[src/rtl/video_pkg.sv]
// Shared definitions for the video back end: colour widths, border bit mapping
// and the per-character mode flags exchanged with the VRAM fetch block.
package video_pkg;

    localparam int RGB_W = 24;

    localparam int BRD_B = 0;
    localparam int BRD_R = 1;
    localparam int BRD_G = 2;

    typedef struct packed {
        logic       text;
        logic       bord;
        logic       blank;
        logic [2:0] brd;
    } mode_t;

endpackage

[src/rtl/video_color_fifo.sv]
// Two-entry colour FIFO for graphics mode; pop on empty repeats the last colour,
// or passes a same-cycle push straight through.
module video_color_fifo
    import video_pkg::*;
(
    input  logic             clk_i,
    input  logic             res_i,
    input  logic             push_i,
    input  logic             pop_i,
    input  logic [RGB_W-1:0] dat_i,
    output logic [RGB_W-1:0] dat_o,
    output logic             ovf_o,
    output logic             unf_o
);

    logic [RGB_W-1:0] mem_q [2];
    logic [RGB_W-1:0] last_q;
    logic             wr_q, rd_q;
    logic [1:0]       cnt_q, cnt_d;
    logic             empty, full, pop_mem, thru, wr_en;

    always_comb begin
        empty   = (cnt_q == 2'd0);
        full    = (cnt_q == 2'd2);
        pop_mem = pop_i && !empty;
        thru    = pop_i && empty && push_i;
        // When full, a simultaneous pop frees the slot being written (wr == rd).
        wr_en   = push_i && !thru && (!full || pop_i);
        dat_o   = !empty ? mem_q[rd_q] : (push_i ? dat_i : last_q);
        ovf_o   = push_i && full && !pop_i;
        unf_o   = pop_i && empty && !push_i;
        cnt_d   = cnt_q;
        if (wr_en && !pop_mem) begin
            cnt_d = cnt_q + 2'd1;
        end else if (!wr_en && pop_mem) begin
            cnt_d = cnt_q - 2'd1;
        end
    end

    always_ff @(posedge clk_i) begin
        if (res_i) begin
            wr_q   <= 1'b0;
            rd_q   <= 1'b0;
            cnt_q  <= 2'd0;
            last_q <= '0;
        end else begin
            cnt_q <= cnt_d;
            if (wr_en)   wr_q   <= ~wr_q;
            if (pop_mem) rd_q   <= ~rd_q;
            if (pop_i)   last_q <= dat_o;
        end
    end

    always_ff @(posedge clk_i) begin
        if (wr_en && !res_i) mem_q[wr_q] <= dat_i;
    end

endmodule

[src/rtl/video_pixel_out.sv]
// Pixel back end: serialises text/graphics colours into registered RGB with
// border, blanking, sync and sticky FIFO error flags.
module video_pixel_out
    import video_pkg::*;
#(
    parameter logic [5:0] HS_START  = 6'd50,
    parameter logic [5:0] HS_END    = 6'd53,
    parameter logic [8:0] VS_START  = 9'd304,
    parameter logic [8:0] VS_END    = 9'd307,
    parameter logic [7:0] BRD_LEVEL = 8'hC0
) (
    input  logic        clk42_i,
    input  logic        res_i,
    input  logic [31:0] vram_dat_i,
    input  logic        pal_stb_i,
    input  logic        pal_sel_i,
    input  logic [7:0]  pix_byte_i,
    input  logic        pix_load_i,
    input  logic        pix_ce_i,
    input  logic        text_mode_i,
    input  logic        bord_i,
    input  logic        blank_i,
    input  logic [2:0]  brd_i,
    input  logic [5:0]  cntx_i,
    input  logic [8:0]  cnty_i,
    input  logic        clr_err_i,
    output logic [23:0] rgb_o,
    output logic        hsync_o,
    output logic        vsync_o,
    output logic        de_o,
    output logic        ovf_o,
    output logic        unf_o
);

    mode_t            mode_q, mode_cur;
    logic [7:0]       shreg_q, shreg_cur;
    logic [RGB_W-1:0] ink_q, paper_q, rgb_q, pix_rgb, fifo_dat;
    logic             de_q, hs_q, vs_q, ovf_q, unf_q;
    logic             fifo_push, fifo_pop, ovf_evt, unf_evt;

    function automatic logic [RGB_W-1:0] brd_color(input logic [2:0] b);
        return {b[BRD_R] ? BRD_LEVEL : 8'h00,
                b[BRD_G] ? BRD_LEVEL : 8'h00,
                b[BRD_B] ? BRD_LEVEL : 8'h00};
    endfunction

    // A load in the same cycle as a pixel strobe takes effect for that pixel.
    always_comb begin
        mode_cur = mode_q;
        if (pix_load_i) begin
            mode_cur.text  = text_mode_i;
            mode_cur.bord  = bord_i;
            mode_cur.blank = blank_i;
            mode_cur.brd   = brd_i;
        end
        shreg_cur = pix_load_i ? pix_byte_i : shreg_q;
        fifo_push = pal_stb_i && !mode_cur.text;
        fifo_pop  = pix_ce_i && !mode_cur.text;
        if (mode_cur.blank)     pix_rgb = '0;
        else if (mode_cur.bord) pix_rgb = brd_color(mode_cur.brd);
        else if (mode_cur.text) pix_rgb = shreg_cur[7] ? ink_q : paper_q;
        else                    pix_rgb = fifo_dat;
    end

    video_color_fifo u_fifo (
        .clk_i  (clk42_i),
        .res_i  (res_i),
        .push_i (fifo_push),
        .pop_i  (fifo_pop),
        .dat_i  (vram_dat_i[RGB_W-1:0]),
        .dat_o  (fifo_dat),
        .ovf_o  (ovf_evt),
        .unf_o  (unf_evt)
    );

    always_ff @(posedge clk42_i) begin
        if (res_i) begin
            mode_q  <= '0;
            shreg_q <= '0;
            ink_q   <= '0;
            paper_q <= '0;
            rgb_q   <= '0;
            de_q    <= 1'b0;
            hs_q    <= 1'b0;
            vs_q    <= 1'b0;
            ovf_q   <= 1'b0;
            unf_q   <= 1'b0;
        end else begin
            mode_q <= mode_cur;
            if (pix_ce_i)        shreg_q <= {shreg_cur[6:0], 1'b0};
            else if (pix_load_i) shreg_q <= pix_byte_i;
            if (pal_stb_i && mode_cur.text) begin
                if (pal_sel_i) ink_q   <= vram_dat_i[RGB_W-1:0];
                else           paper_q <= vram_dat_i[RGB_W-1:0];
            end
            if (pix_ce_i) begin
                rgb_q <= pix_rgb;
                de_q  <= !mode_cur.blank && !mode_cur.bord;
            end
            hs_q  <= (cntx_i >= HS_START) && (cntx_i <= HS_END);
            vs_q  <= (cnty_i >= VS_START) && (cnty_i <= VS_END);
            ovf_q <= (ovf_q && !clr_err_i) || ovf_evt;
            unf_q <= (unf_q && !clr_err_i) || unf_evt;
        end
    end

    assign rgb_o   = rgb_q;
    assign de_o    = de_q;
    assign hsync_o = hs_q;
    assign vsync_o = vs_q;
    assign ovf_o   = ovf_q;
    assign unf_o   = unf_q;

endmodule
[config.mk]
export PLATFORM = sky130hd
export DESIGN_NAME = video_pixel_out
export DESIGN_NICKNAME = d
export VERILOG_FILES = /design/src/rtl/video_pkg.sv /design/src/rtl/video_color_fifo.sv /design/src/rtl/video_pixel_out.sv
export SDC_FILE = /design/constraint.sdc
export NUM_CORES = 1
export LEC_CHECK = 0
export ABC_AREA = 1
export CAP_MARGIN = 20
export CORE_MARGIN = 1.5
export CORE_UTILIZATION = 51
export CTS_BUF_LIST = sky130_fd_sc_hd__clkbuf_4
export CTS_CLUSTER_SIZE = 24
export DETAILED_ROUTE_END_ITERATION = 16
export GPL_TIMING_DRIVEN = 1
export PLACE_DENSITY = 0.78
export SLEW_MARGIN = 15
export SYNTH_ARGS = -nofsm -noshare
export SYNTH_HDL_FRONTEND = slang
export SYNTH_SLANG_ARGS = --single-unit
[constraint.sdc]
create_clock -name clk42_i -period 2.9 [get_ports clk42_i]
set_input_delay 0.725 -clock clk42_i [delete_from_list [all_inputs] [get_ports clk42_i]]
set_output_delay 0.725 -clock clk42_i [all_outputs]
set_load 0.01 [all_outputs]
# Yosys cells after proc, flatten, opt, wreduce, memory -nomap -nowiden
# Memories as Yosys holds them, arrays and structs flattened. A register that Yosys moved wholly into a read port is not among the register bits.
# Cells that the tools add are included.
totals:
  register_bits: 119
  mem_bits_rw: 48
  input_bits: 68
  output_inout_bits: 29
  elab_cells: 86
  memories: 1
op_classes:
  addsub: 2
  n_lt_le_gt_ge: 4
  n_eq_ne: 1
  mux: 18
  n_bitwise: 3
  n_reduce_logical: 39
mem_list:
  columns: ["memory", "depth", "width", "rd", "rd_ports_with_merged_regs", "wr", "line_no", "text"]
  rows:
  - ["u_fifo.mem_q", 2, 24, 1, 1, 1, "video_color_fifo.sv:16", "logic [RGB_W-1:0] mem_q [2];"]
ops:
  columns: ["operator", "n"]
  rows:
  - ["$mux 24", 6]
  - ["$mux 8", 5]
  - ["$logic_and 1x1->1", 19]
  - ["$logic_not 1->1", 12]
  - ["$ge 9x9->1 const B", 1]
  - ["$le 9x9->1 const B", 1]
  - ["$ge 6x6->1 const B", 1]
  - ["$le 6x6->1 const B", 1]
  - ["$mux 6", 1]
  - ["$mux 1", 4]
  - ["$mux 2", 2]
  - ["$reduce_and 2->1", 2]
  - ["$logic_or 1x1->1", 3]
  - ["$not 1->1", 3]
  - ["$add 2x1->2 const B", 1]
  - ["$eq 2x2->1 const B", 1]
  - ["$logic_not 2->1", 1]
  - ["$reduce_bool 2->1", 1]
  - ["$reduce_or 2->1", 1]
  - ["$sub 2x1->2 const B", 1]

# Depth between registers and ports, before layout
# Gate-level depths: netlist of the first run.
logic_depth:
  depth_word: 12
  mapped_depth: 14
  mapped_depth_nobuf: 13

# Cells and area by module
# Synthesis of the first run repeated with hierarchy kept, for this count alone.
unflattened:
  cells_unflattened: 883
  hier_area_um2: 7632.3
by_module_without_submodules:
  columns: ["mod", "instances", "cells_per_inst", "area_each_um2"]
  rows:
  - ["video_pixel_out", 1, 506, 3913.8]
  - ["video_color_fifo", 1, 377, 3718.6]

# Least setup slack after synthesis of the first run
# Ideal clock, no wire load.
synth_timing:
  path_type: "input-to-reg"
  start: "input port pix_load_i"
  end: "memory u_fifo.mem_q[1][0], enable pin"
  arrival_ns: 2.387
  setup_slack_ns: 0.108
  stages: 9
  path_buffers: 1
  cell_sequence: "buf_6 > inv_4 > nand2_8 > nand2_8 > nor2_8 > inv_2 > nand3_1 > nand3_1 > nor2_1"
synth_between:
  elab_chain_len: 11
synth_lines:
  columns: ["element", "line_no", "text"]
  rows:
  - ["start, declared", "video_pixel_out.sv:18", "input logic pix_load_i,"]
  - ["$mux 6 *", "video_pixel_out.sv:50", "if (pix_load_i) begin"]
  - ["$logic_not 1->1 *", "video_pixel_out.sv:57, video_pixel_out.sv:58", null]
  - ["$logic_and 1x1->1", "video_pixel_out.sv:58", "fifo_pop = pix_ce_i && !mode_cur.text;"]
  - ["$logic_and 1x1->1 (2 in a row)", "video_color_fifo.sv:26", "thru = pop_i && empty && push_i;"]
  - ["$logic_not 1->1", "video_color_fifo.sv:28", "wr_en = push_i && !thru && (!full || pop_i);"]
  - ["$logic_and 1x1->1", "video_color_fifo.sv:28", null]
  - ["$logic_and 1x1->1 *", "video_color_fifo.sv:28", null]
  - ["$logic_and 1x1->1 *", "video_color_fifo.sv:55", "if (wr_en && !res_i) mem_q[wr_q] <= dat_i;"]
  - ["$mux 1 *", "video_color_fifo.sv:55", null]
  - ["$mux 1 (not written as such) *", "video_color_fifo.sv:55", null]
  - ["end, declared", "video_color_fifo.sv:16", null]
# Mark *: on every way between the ends. The rest lies on a longest branch, timed or not.

# Worst setup path after layout of the first run
layout_timing:
  start: "input port pix_load_i"
  end: "register u_fifo.cnt_q[1]"
layout_between:
  elab_chain_len: 11
layout_lines:
  columns: ["element", "line_no", "text"]
  rows:
  - ["$mux 6 *", "video_pixel_out.sv:50", null]
  - ["$logic_not 1->1 *", "video_pixel_out.sv:57, video_pixel_out.sv:58", null]
  - ["$logic_and 1x1->1", "video_pixel_out.sv:58", null]
  - ["$logic_and 1x1->1 (2 in a row)", "video_color_fifo.sv:26", null]
  - ["$logic_not 1->1", "video_color_fifo.sv:28", null]
  - ["$logic_and 1x1->1", "video_color_fifo.sv:28", null]
  - ["$logic_and 1x1->1 *", "video_color_fifo.sv:28", null]
  - ["via u_fifo.wr_en", "video_color_fifo.sv:20", "logic empty, full, pop_mem, thru, wr_en;"]
  - ["$logic_not 1->1", "video_color_fifo.sv:35", "end else if (!wr_en && pop_mem) begin"]
  - ["$logic_and 1x1->1", "video_color_fifo.sv:35", null]
  - ["$reduce_bool 2->1 (no line)", null, null]
  - ["end signal, assigned", "video_color_fifo.sv:47", "cnt_q <= cnt_d;"]
  - ["end, declared", "video_color_fifo.sv:19", "logic [1:0] cnt_q, cnt_d;"]
# The timed path passes the listed nets; every way through them passes the cells marked *.
# A chain may end at the register's enable or synchronous reset.

==> impl_metrics.yaml, run 1 <==
critical_path:
  worst-r2r-cell-count: 9
  critPathMaxFanout: 8
  path_cells: "clkdlybuf4s50_1, inv_4, nand2_8, nand2_8, nor2_8, nand2_1, nand3_1, inv_1, ha_1, a21oi_1, o21ai_0, o21ai_0, a21oi_1"
  worst-path-buf-inv: 3
  crit_type: "input port to flip-flop"
  cp-start-kind: "input port"
  timing.rr.end: "u_fifo.cnt_q[1]$_SDFFE_PP0P_"
  rrSetupSlack_ps: 930
  worstPathArrival_ps: 2730
  critPathRequiredTime_ps: 3360
  slowest_stage: "clkdlybuf4s50_1"
  reg2reg_from: "u_fifo.cnt_q[1]$_SDFFE_PP0P_"
  slowest_delay_ps: 610
  cp_top_family: "buffers and inverters"
  endpoint_kind: "flip-flop"
die:
  die_h_um: 122
  die_area_um2: 15000
  start_util_pct: 52.4
  design.core.area_um2: 13900
  rows: 43
  dieWidth_um: 122
  io_pins: 97
clocking:
  cts.path.max_buffers: 2
  cts_tree: "yes"
  cts_root_buf: "clkbuf_4"
  numCtsBuffers: 17
  ctsHoldBuffers: 0
  post_cts_buffers: 0
  clk_pin_slew_worst_paths_ps: 130
  clock_sinks: 168
  ctsResizeCount: 0
  cts_htree_levels: 4
  worstSkewPairLatency_ps: 570
layout:
  area_growth_syn_to_layout_pct: 20.5
  fin_nets: 1038
  layout-drive-gt1-share_pct: 8.86
route:
  drt_iter0_markers: 439
  drc: 0
  vias: 6071
  drt-wirelength-per-cell_um: 14.5
  drt-total-wl_mm: 16.9
  first_pass_iters: 5
  ant_nets: 0
  vias_per_cell: 5.22
global_routing:
  overflow: 0
  grt_pass1_vias: 5379
  antenna_found_initial: 0
  grt_max_degree: 49
  grt_pass1_wl_mm: 26.9
  grt_use_total_pct: 23.4
power:
  p_seq_share_pct: 48.2
  peakVddDrop_mv: 0.322
  leakagePower_nw: 3.58
  power_switching_mw: 1.54
  p_comb_share_pct: 21.0
  p_int_mw: 3.90
  pwr-share-clk_pct: 30.8
  powerDensity_nw_per_um2: 622
  swShare_pct: 28.3
yosys:
  synth.yosys.seq_area_share_pct: 52.9
  ys_warn_count: 0
  ys_types: 33
  synth_edf_count: 48
  synth_nets: 957
  async_flop_share_pct: 0
  yosys_register_bits: 168
  netlist_instances: 888
  synth_ff_type: "dfxtp_1"
  yosysTopAreaCellShare_pct: 33.1
  yosys.area.top_type: "dfxtp_1"
  synth_most_common_cell: "nand2_1"
  syn_area_per_cell_um2: 8.18
  syn-cell-area_um2: 7270
  yosys-top-cells-count: "nand2_1, inv_1, dfxtp_1"
  synth_area_leaders: "dfxtp_1, edfxtp_1, a21oi_1"
timing:
  worst_pin_slew_ps: 537
  timing.fmax_mhz: 440
  drv_slew: 0
  whs_ps: 453
  slew-limit-headroom_pct: 64.1
  layout_min_cycle_time_ps: 2270
  period_share_pct: 78.3
  fin_tns_setup_ps: 0
  finalHoldViolCount: 0
  grt_setup_unrepaired: "no"
  setup_violations: 0
  worst_clock_skew_ps: 16.6
flow_run:
  maxCapViolations: 0
hold_path:
  worst_hold_path_type: "flip-flop to flip-flop"
  hold_path_depth: 2
  hold_end: "ink_q[10]$_SDFFE_PP0P_"
  hold_start: "ink_q[10]$_SDFFE_PP0P_"
placed_design:
  gp_congestion: 0.796
  hpwl_mm: 10.7
  port_buffers: 85
outcome:
  status: "finished, final reports clean"
worst max path at each step:
stage | start | to | slack (ps) | cells past startpoint
floorplan | pix_load_i | u_fifo.mem_q[1][0]$_DFFE_PP_ | 110 | 9
global placement | pix_load_i | u_fifo.cnt_q[1]$_SDFFE_PP0P_ | 80 | 13
detailed placement | pix_ce_i | shreg_q[2]$_SDFF_PP0_ | 40 | 5
CTS | pix_ce_i | shreg_q[6]$_SDFF_PP0_ | 600 | 5
global route | pix_load_i | u_fifo.cnt_q[1]$_SDFFE_PP0P_ | 560 | 13
finish | pix_load_i | u_fifo.cnt_q[1]$_SDFFE_PP0P_ | 630 | 13
placed cells by master (no fill, tap or decap), types with 20 or more instances in the layout:
master / instances
a21oi_1: 118
clkdlybuf4s50_1: 85
edfxtp_1: 48
nand2_1: 131
dfxtp_1: 120
o211ai_1: 23
o21ai_0: 92
inv_1: 121
buf_4: 23
nand3_1: 71
nor2_1: 54
clkbuf_4: 20
area by class of cell:
type	instances	area, µm²
Multi-Input combinational cell	544	2710
Clock inverter	12	224
Sequential cell	168	3840
Inverter	124	468
Tap cell	180	225
Clock buffer	20	150
Antenna cell	1	2.50
Timing Repair Buffer	114	1130
Fill cell	1207	5120
registers in the layout, summed over array words and instances (netlist names), named ones only:
register	count
u_fifo.mem_q	48
u_fifo.last_q	24
unf_o	1
ovf_o	1
vsync_o	1
paper_q	24
rgb_o	24
u_fifo.wr_q	1
u_fifo.rd_q	1
ink_q	24
u_fifo.cnt_q	2
shreg_q	8
hsync_o	1
de_o	1
mode_q	6
metrics by stage:
step / worst slack (ps) / power [mW] / area (µm²) / std cells / util [%]
floorplan: 108 / 3.42 / 7270 / 888 / -
global placement: 77.0 / 3.79 / 8370 / 1129 / 60.3
detailed placement: 44.7 / 3.81 / 8370 / 1129 / 60.3
CTS: 601 / 5.46 / 8740 / 1161 / 63.0
global route: 556 / 5.72 / 8760 / 1162 / 63.1
finish: 628 / 5.44 / 8760 / 1163 / 63.1
layer usage:
metal | track usage (%) | wire, µm | vias up
met1 | 30.5 | 7740 | 2806
met4 | 7.99 | 214 | 0
met2 | 38.9 | 8210 | 130
met5 | 0 | 0 | -
met3 | 4.60 | 707 | 19
li1 | - | - | 3116
power groups by stage:
stage,registers (mW),logic [mW],clock network (mW)
after floorplan,2.68,0.743,0
after global placement,2.67,1.12,0
after detailed placement,2.68,1.14,0
after CTS,2.62,1.14,1.70
after global routing,2.64,1.28,1.80
final,2.62,1.14,1.68
cells by family after synthesis:
kind of cell	synth area share, %
compound gates	17.8
buf+inv	9.93
mux	0.964
flops	52.9
xor+xnor	0.121
fa+ha+maj	0.172
simple gates	18.1
tightest hold or removal path, stage by stage, from the launching register on:
cell	delay [ps]
dfxtp_1	330
inv_1	50
a21oi_1	50
No activity file was read; power rests on OpenSTA's default activity.
==> run 2, diff against run 1 <==
--- a/config.mk
+++ b/config.mk
@@ -8,12 +8,12 @@
 export ABC_AREA = 1
 export CAP_MARGIN = 20
 export CORE_MARGIN = 1.5
-export CORE_UTILIZATION = 51
+export CORE_UTILIZATION = 57
 export CTS_BUF_LIST = sky130_fd_sc_hd__clkbuf_4
 export CTS_CLUSTER_SIZE = 24
 export DETAILED_ROUTE_END_ITERATION = 16
 export GPL_TIMING_DRIVEN = 1
-export PLACE_DENSITY = 0.78
+export PLACE_DENSITY = 0.82
 export SLEW_MARGIN = 15
 export SYNTH_ARGS = -nofsm -noshare
 export SYNTH_HDL_FRONTEND = slang
==> constraint.sdc (replaced) <==
create_clock -name clk42_i -period 2.2 [get_ports clk42_i]
set_input_delay 0.55 -clock clk42_i [delete_from_list [all_inputs] [get_ports clk42_i]]
set_output_delay 0.55 -clock clk42_i [all_outputs]
set_load 0.01 [all_outputs]
==> impl_metrics.yaml, run 2 (synthesis results as in run 1) <==
outcome:
  status: "finished, final reports clean"
clocking:
  cts_tree: "yes"
  numCtsBuffers: 17
  ctsHoldBuffers: 0
  worstSkewPairLatency_ps: 580
  clock_sinks: 168
  post_cts_buffers: 0
  cts_root_buf: "clkbuf_4"
  cts.path.max_buffers: 2
  ctsResizeCount: 0
  clk_pin_slew_worst_paths_ps: 120
  cts_htree_levels: 4
layout:
  final_cell_area_um2: 8840
  fillerInstances: 1019
  layout-drive-gt1-share_pct: 10.3
  area_growth_syn_to_layout_pct: 21.6
  regMostFlops: "u_fifo.mem_q"
  final_util_pct: 70.6
  final_common_cell: "nand2_1"
  fin_nets: 1056
  instances_no_fill: 1172
  largest_reg_flops: 48
  diodes: 0
  layout_common_cells: "nand2_1, inv_1, dfxtp_1, a21oi_1, o21ai_0"
critical_path:
  worst-path-buf-inv: 1
  crit_start: "rgb_o[1]$_SDFFE_PP0P_"
  crit_type: "flip-flop to primary output"
  cp-start-kind: "flip-flop"
  cp_top_family: "buffers and inverters"
  reg2reg_from: "mode_q[5]$_SDFF_PP0_"
  timing.rr.end: "u_fifo.cnt_q[1]$_SDFFE_PP0P_"
  endpoint: "rgb_o[1]"
  rrSetupSlack_ps: 420
  path_depth: 1
  slowest_stage: "clkdlybuf4s50_1"
  worstPathArrival_ps: 1510
  path_cells: "clkdlybuf4s50_1"
  slowest_delay_ps: 560
  worst-r2r-cell-count: 12
  critPathRequiredTime_ps: 1650
  critPathMaxFanout: 2
  endpoint_kind: "primary output"
placed_design:
  dpl.cell_count: 1140
  gp_congestion: 0.852
  port_buffers: 85
  hpwl_mm: 11.7
  placed_cell_area_um2: 8540
route:
  vias_per_cell: 5.34
  vias: 6260
  drc: 0
  drt-wirelength-per-cell_um: 14.8
  first_pass_iters: 6
  drt_iter0_markers: 443
  drt-total-wl_mm: 17.3
  ant_nets: 0
die:
  dieWidth_um: 116
  start_util_pct: 58.1
  io_pins: 97
  die_h_um: 116
  design.core.area_um2: 12500
  rows: 41
  die_area_um2: 13400
timing:
  worst_pin_slew_ps: 838
  worst_clock_skew_ps: 16.7
  period_share_pct: 93.5
  layout_min_cycle_time_ps: 2060
  grt_setup_unrepaired: "no"
  drv_slew: 0
  timing.fmax_mhz: 486
  finalHoldViolCount: 0
  slew-limit-headroom_pct: 43.9
  setup_violations: 0
power:
  peakVddDrop_mv: 0.376
  leakagePower_nw: 3.63
  powerDensity_nw_per_um2: 781
global_routing:
  antenna_found_initial: 0
  grt_use_total_pct: 27.5
  grt_pass1_wl_mm: 28.2
  grt_pass1_vias: 5777
  overflow: 0
  grt_max_degree: 49
hold_path:
  worst_hold_path_type: "flip-flop to flip-flop"
flow_run:
  maxCapViolations: 0
## run 2: cell types whose count changed in the layout (fill, tap and decap cells not counted), sizes merged
cell	previous run	this run
bufinv	6	3
buf	29	47
clkinvlp	3	4
inv	123	124
clkbuf	20	19
diode	1	0
clkinv	4	6
## run 2: area by class of cell
type | count | area [µm²] | share of cell area, %
Clock inverter | 13 | 155 | 1.76
Inverter | 124 | 468 | 5.30
Tap cell | 172 | 215 | 2.44
Sequential cell | 168 | 3840 | 43.5
Clock buffer | 19 | 143 | 1.61
Multi-Input combinational cell | 544 | 2710 | 30.6
Timing Repair Buffer | 132 | 1300 | 14.8
## run 2: worst min path at each step
stage / depth (start not counted) / slack (ps) / endpoint / from
2_1_floorplan: 2 / 420 / ink_q[0]$_SDFFE_PP0P_ / ink_q[0]$_SDFFE_PP0P_
6_report: 2 / 450 / ink_q[12]$_SDFFE_PP0P_ / ink_q[12]$_SDFFE_PP0P_
4_1_cts: 2 / 450 / ink_q[7]$_SDFFE_PP0P_ / ink_q[7]$_SDFFE_PP0P_
3_5_place_dp: 2 / 430 / ink_q[7]$_SDFFE_PP0P_ / ink_q[7]$_SDFFE_PP0P_
5_1_grt: 2 / 470 / vsync_o$_SDFF_PP0_ / cnty_i[7]
3_3_place_gp: 2 / 430 / paper_q[23]$_SDFFE_PP0P_ / paper_q[23]$_SDFFE_PP0P_
## run 2: routing by layer
| layer | vias up | GRT usage [%] | part of all wire (%) |
|---|---|---|---|
| li1 | 3142 | - | - |
| met1 | 2904 | 36.3 | 44 |
| met2 | 187 | 45.5 | 49 |
| met3 | 27 | 4.97 | 5.3 |
| met4 | 0 | 10.2 | 1.7 |
| met5 | - | 0 | 0 |
## run 2: tightest hold or removal path, stage by stage, from the launching register on
cell     delay [ps]
dfxtp_1         330
inv_1            50
a21oi_1          50
## run 2: per-stage QoR
| step | TNS [ps] | total power, mW | hold slack (ps) | setup slack, ps |
|---|---|---|---|---|
| finish | 0 | 6.91 | 451 | 142 |
| global route | 0 | 7.26 | 465 | 47.2 |
| CTS | 0 | 6.92 | 453 | 114 |
| detailed placement | -39540 | 5.11 | 434 | -377 |
| global placement | -32620 | 5.05 | 431 | -335 |
| floorplan | -800 | 4.51 | 423 | -33.3 |
## run 2: power breakdown
group | internal (mW) | switching [mW] | total, mW
combinational | 0.644 | 0.947 | 1.59
sequential | 3.38 | 0.0850 | 3.47
clock | 0.804 | 1.04 | 1.84
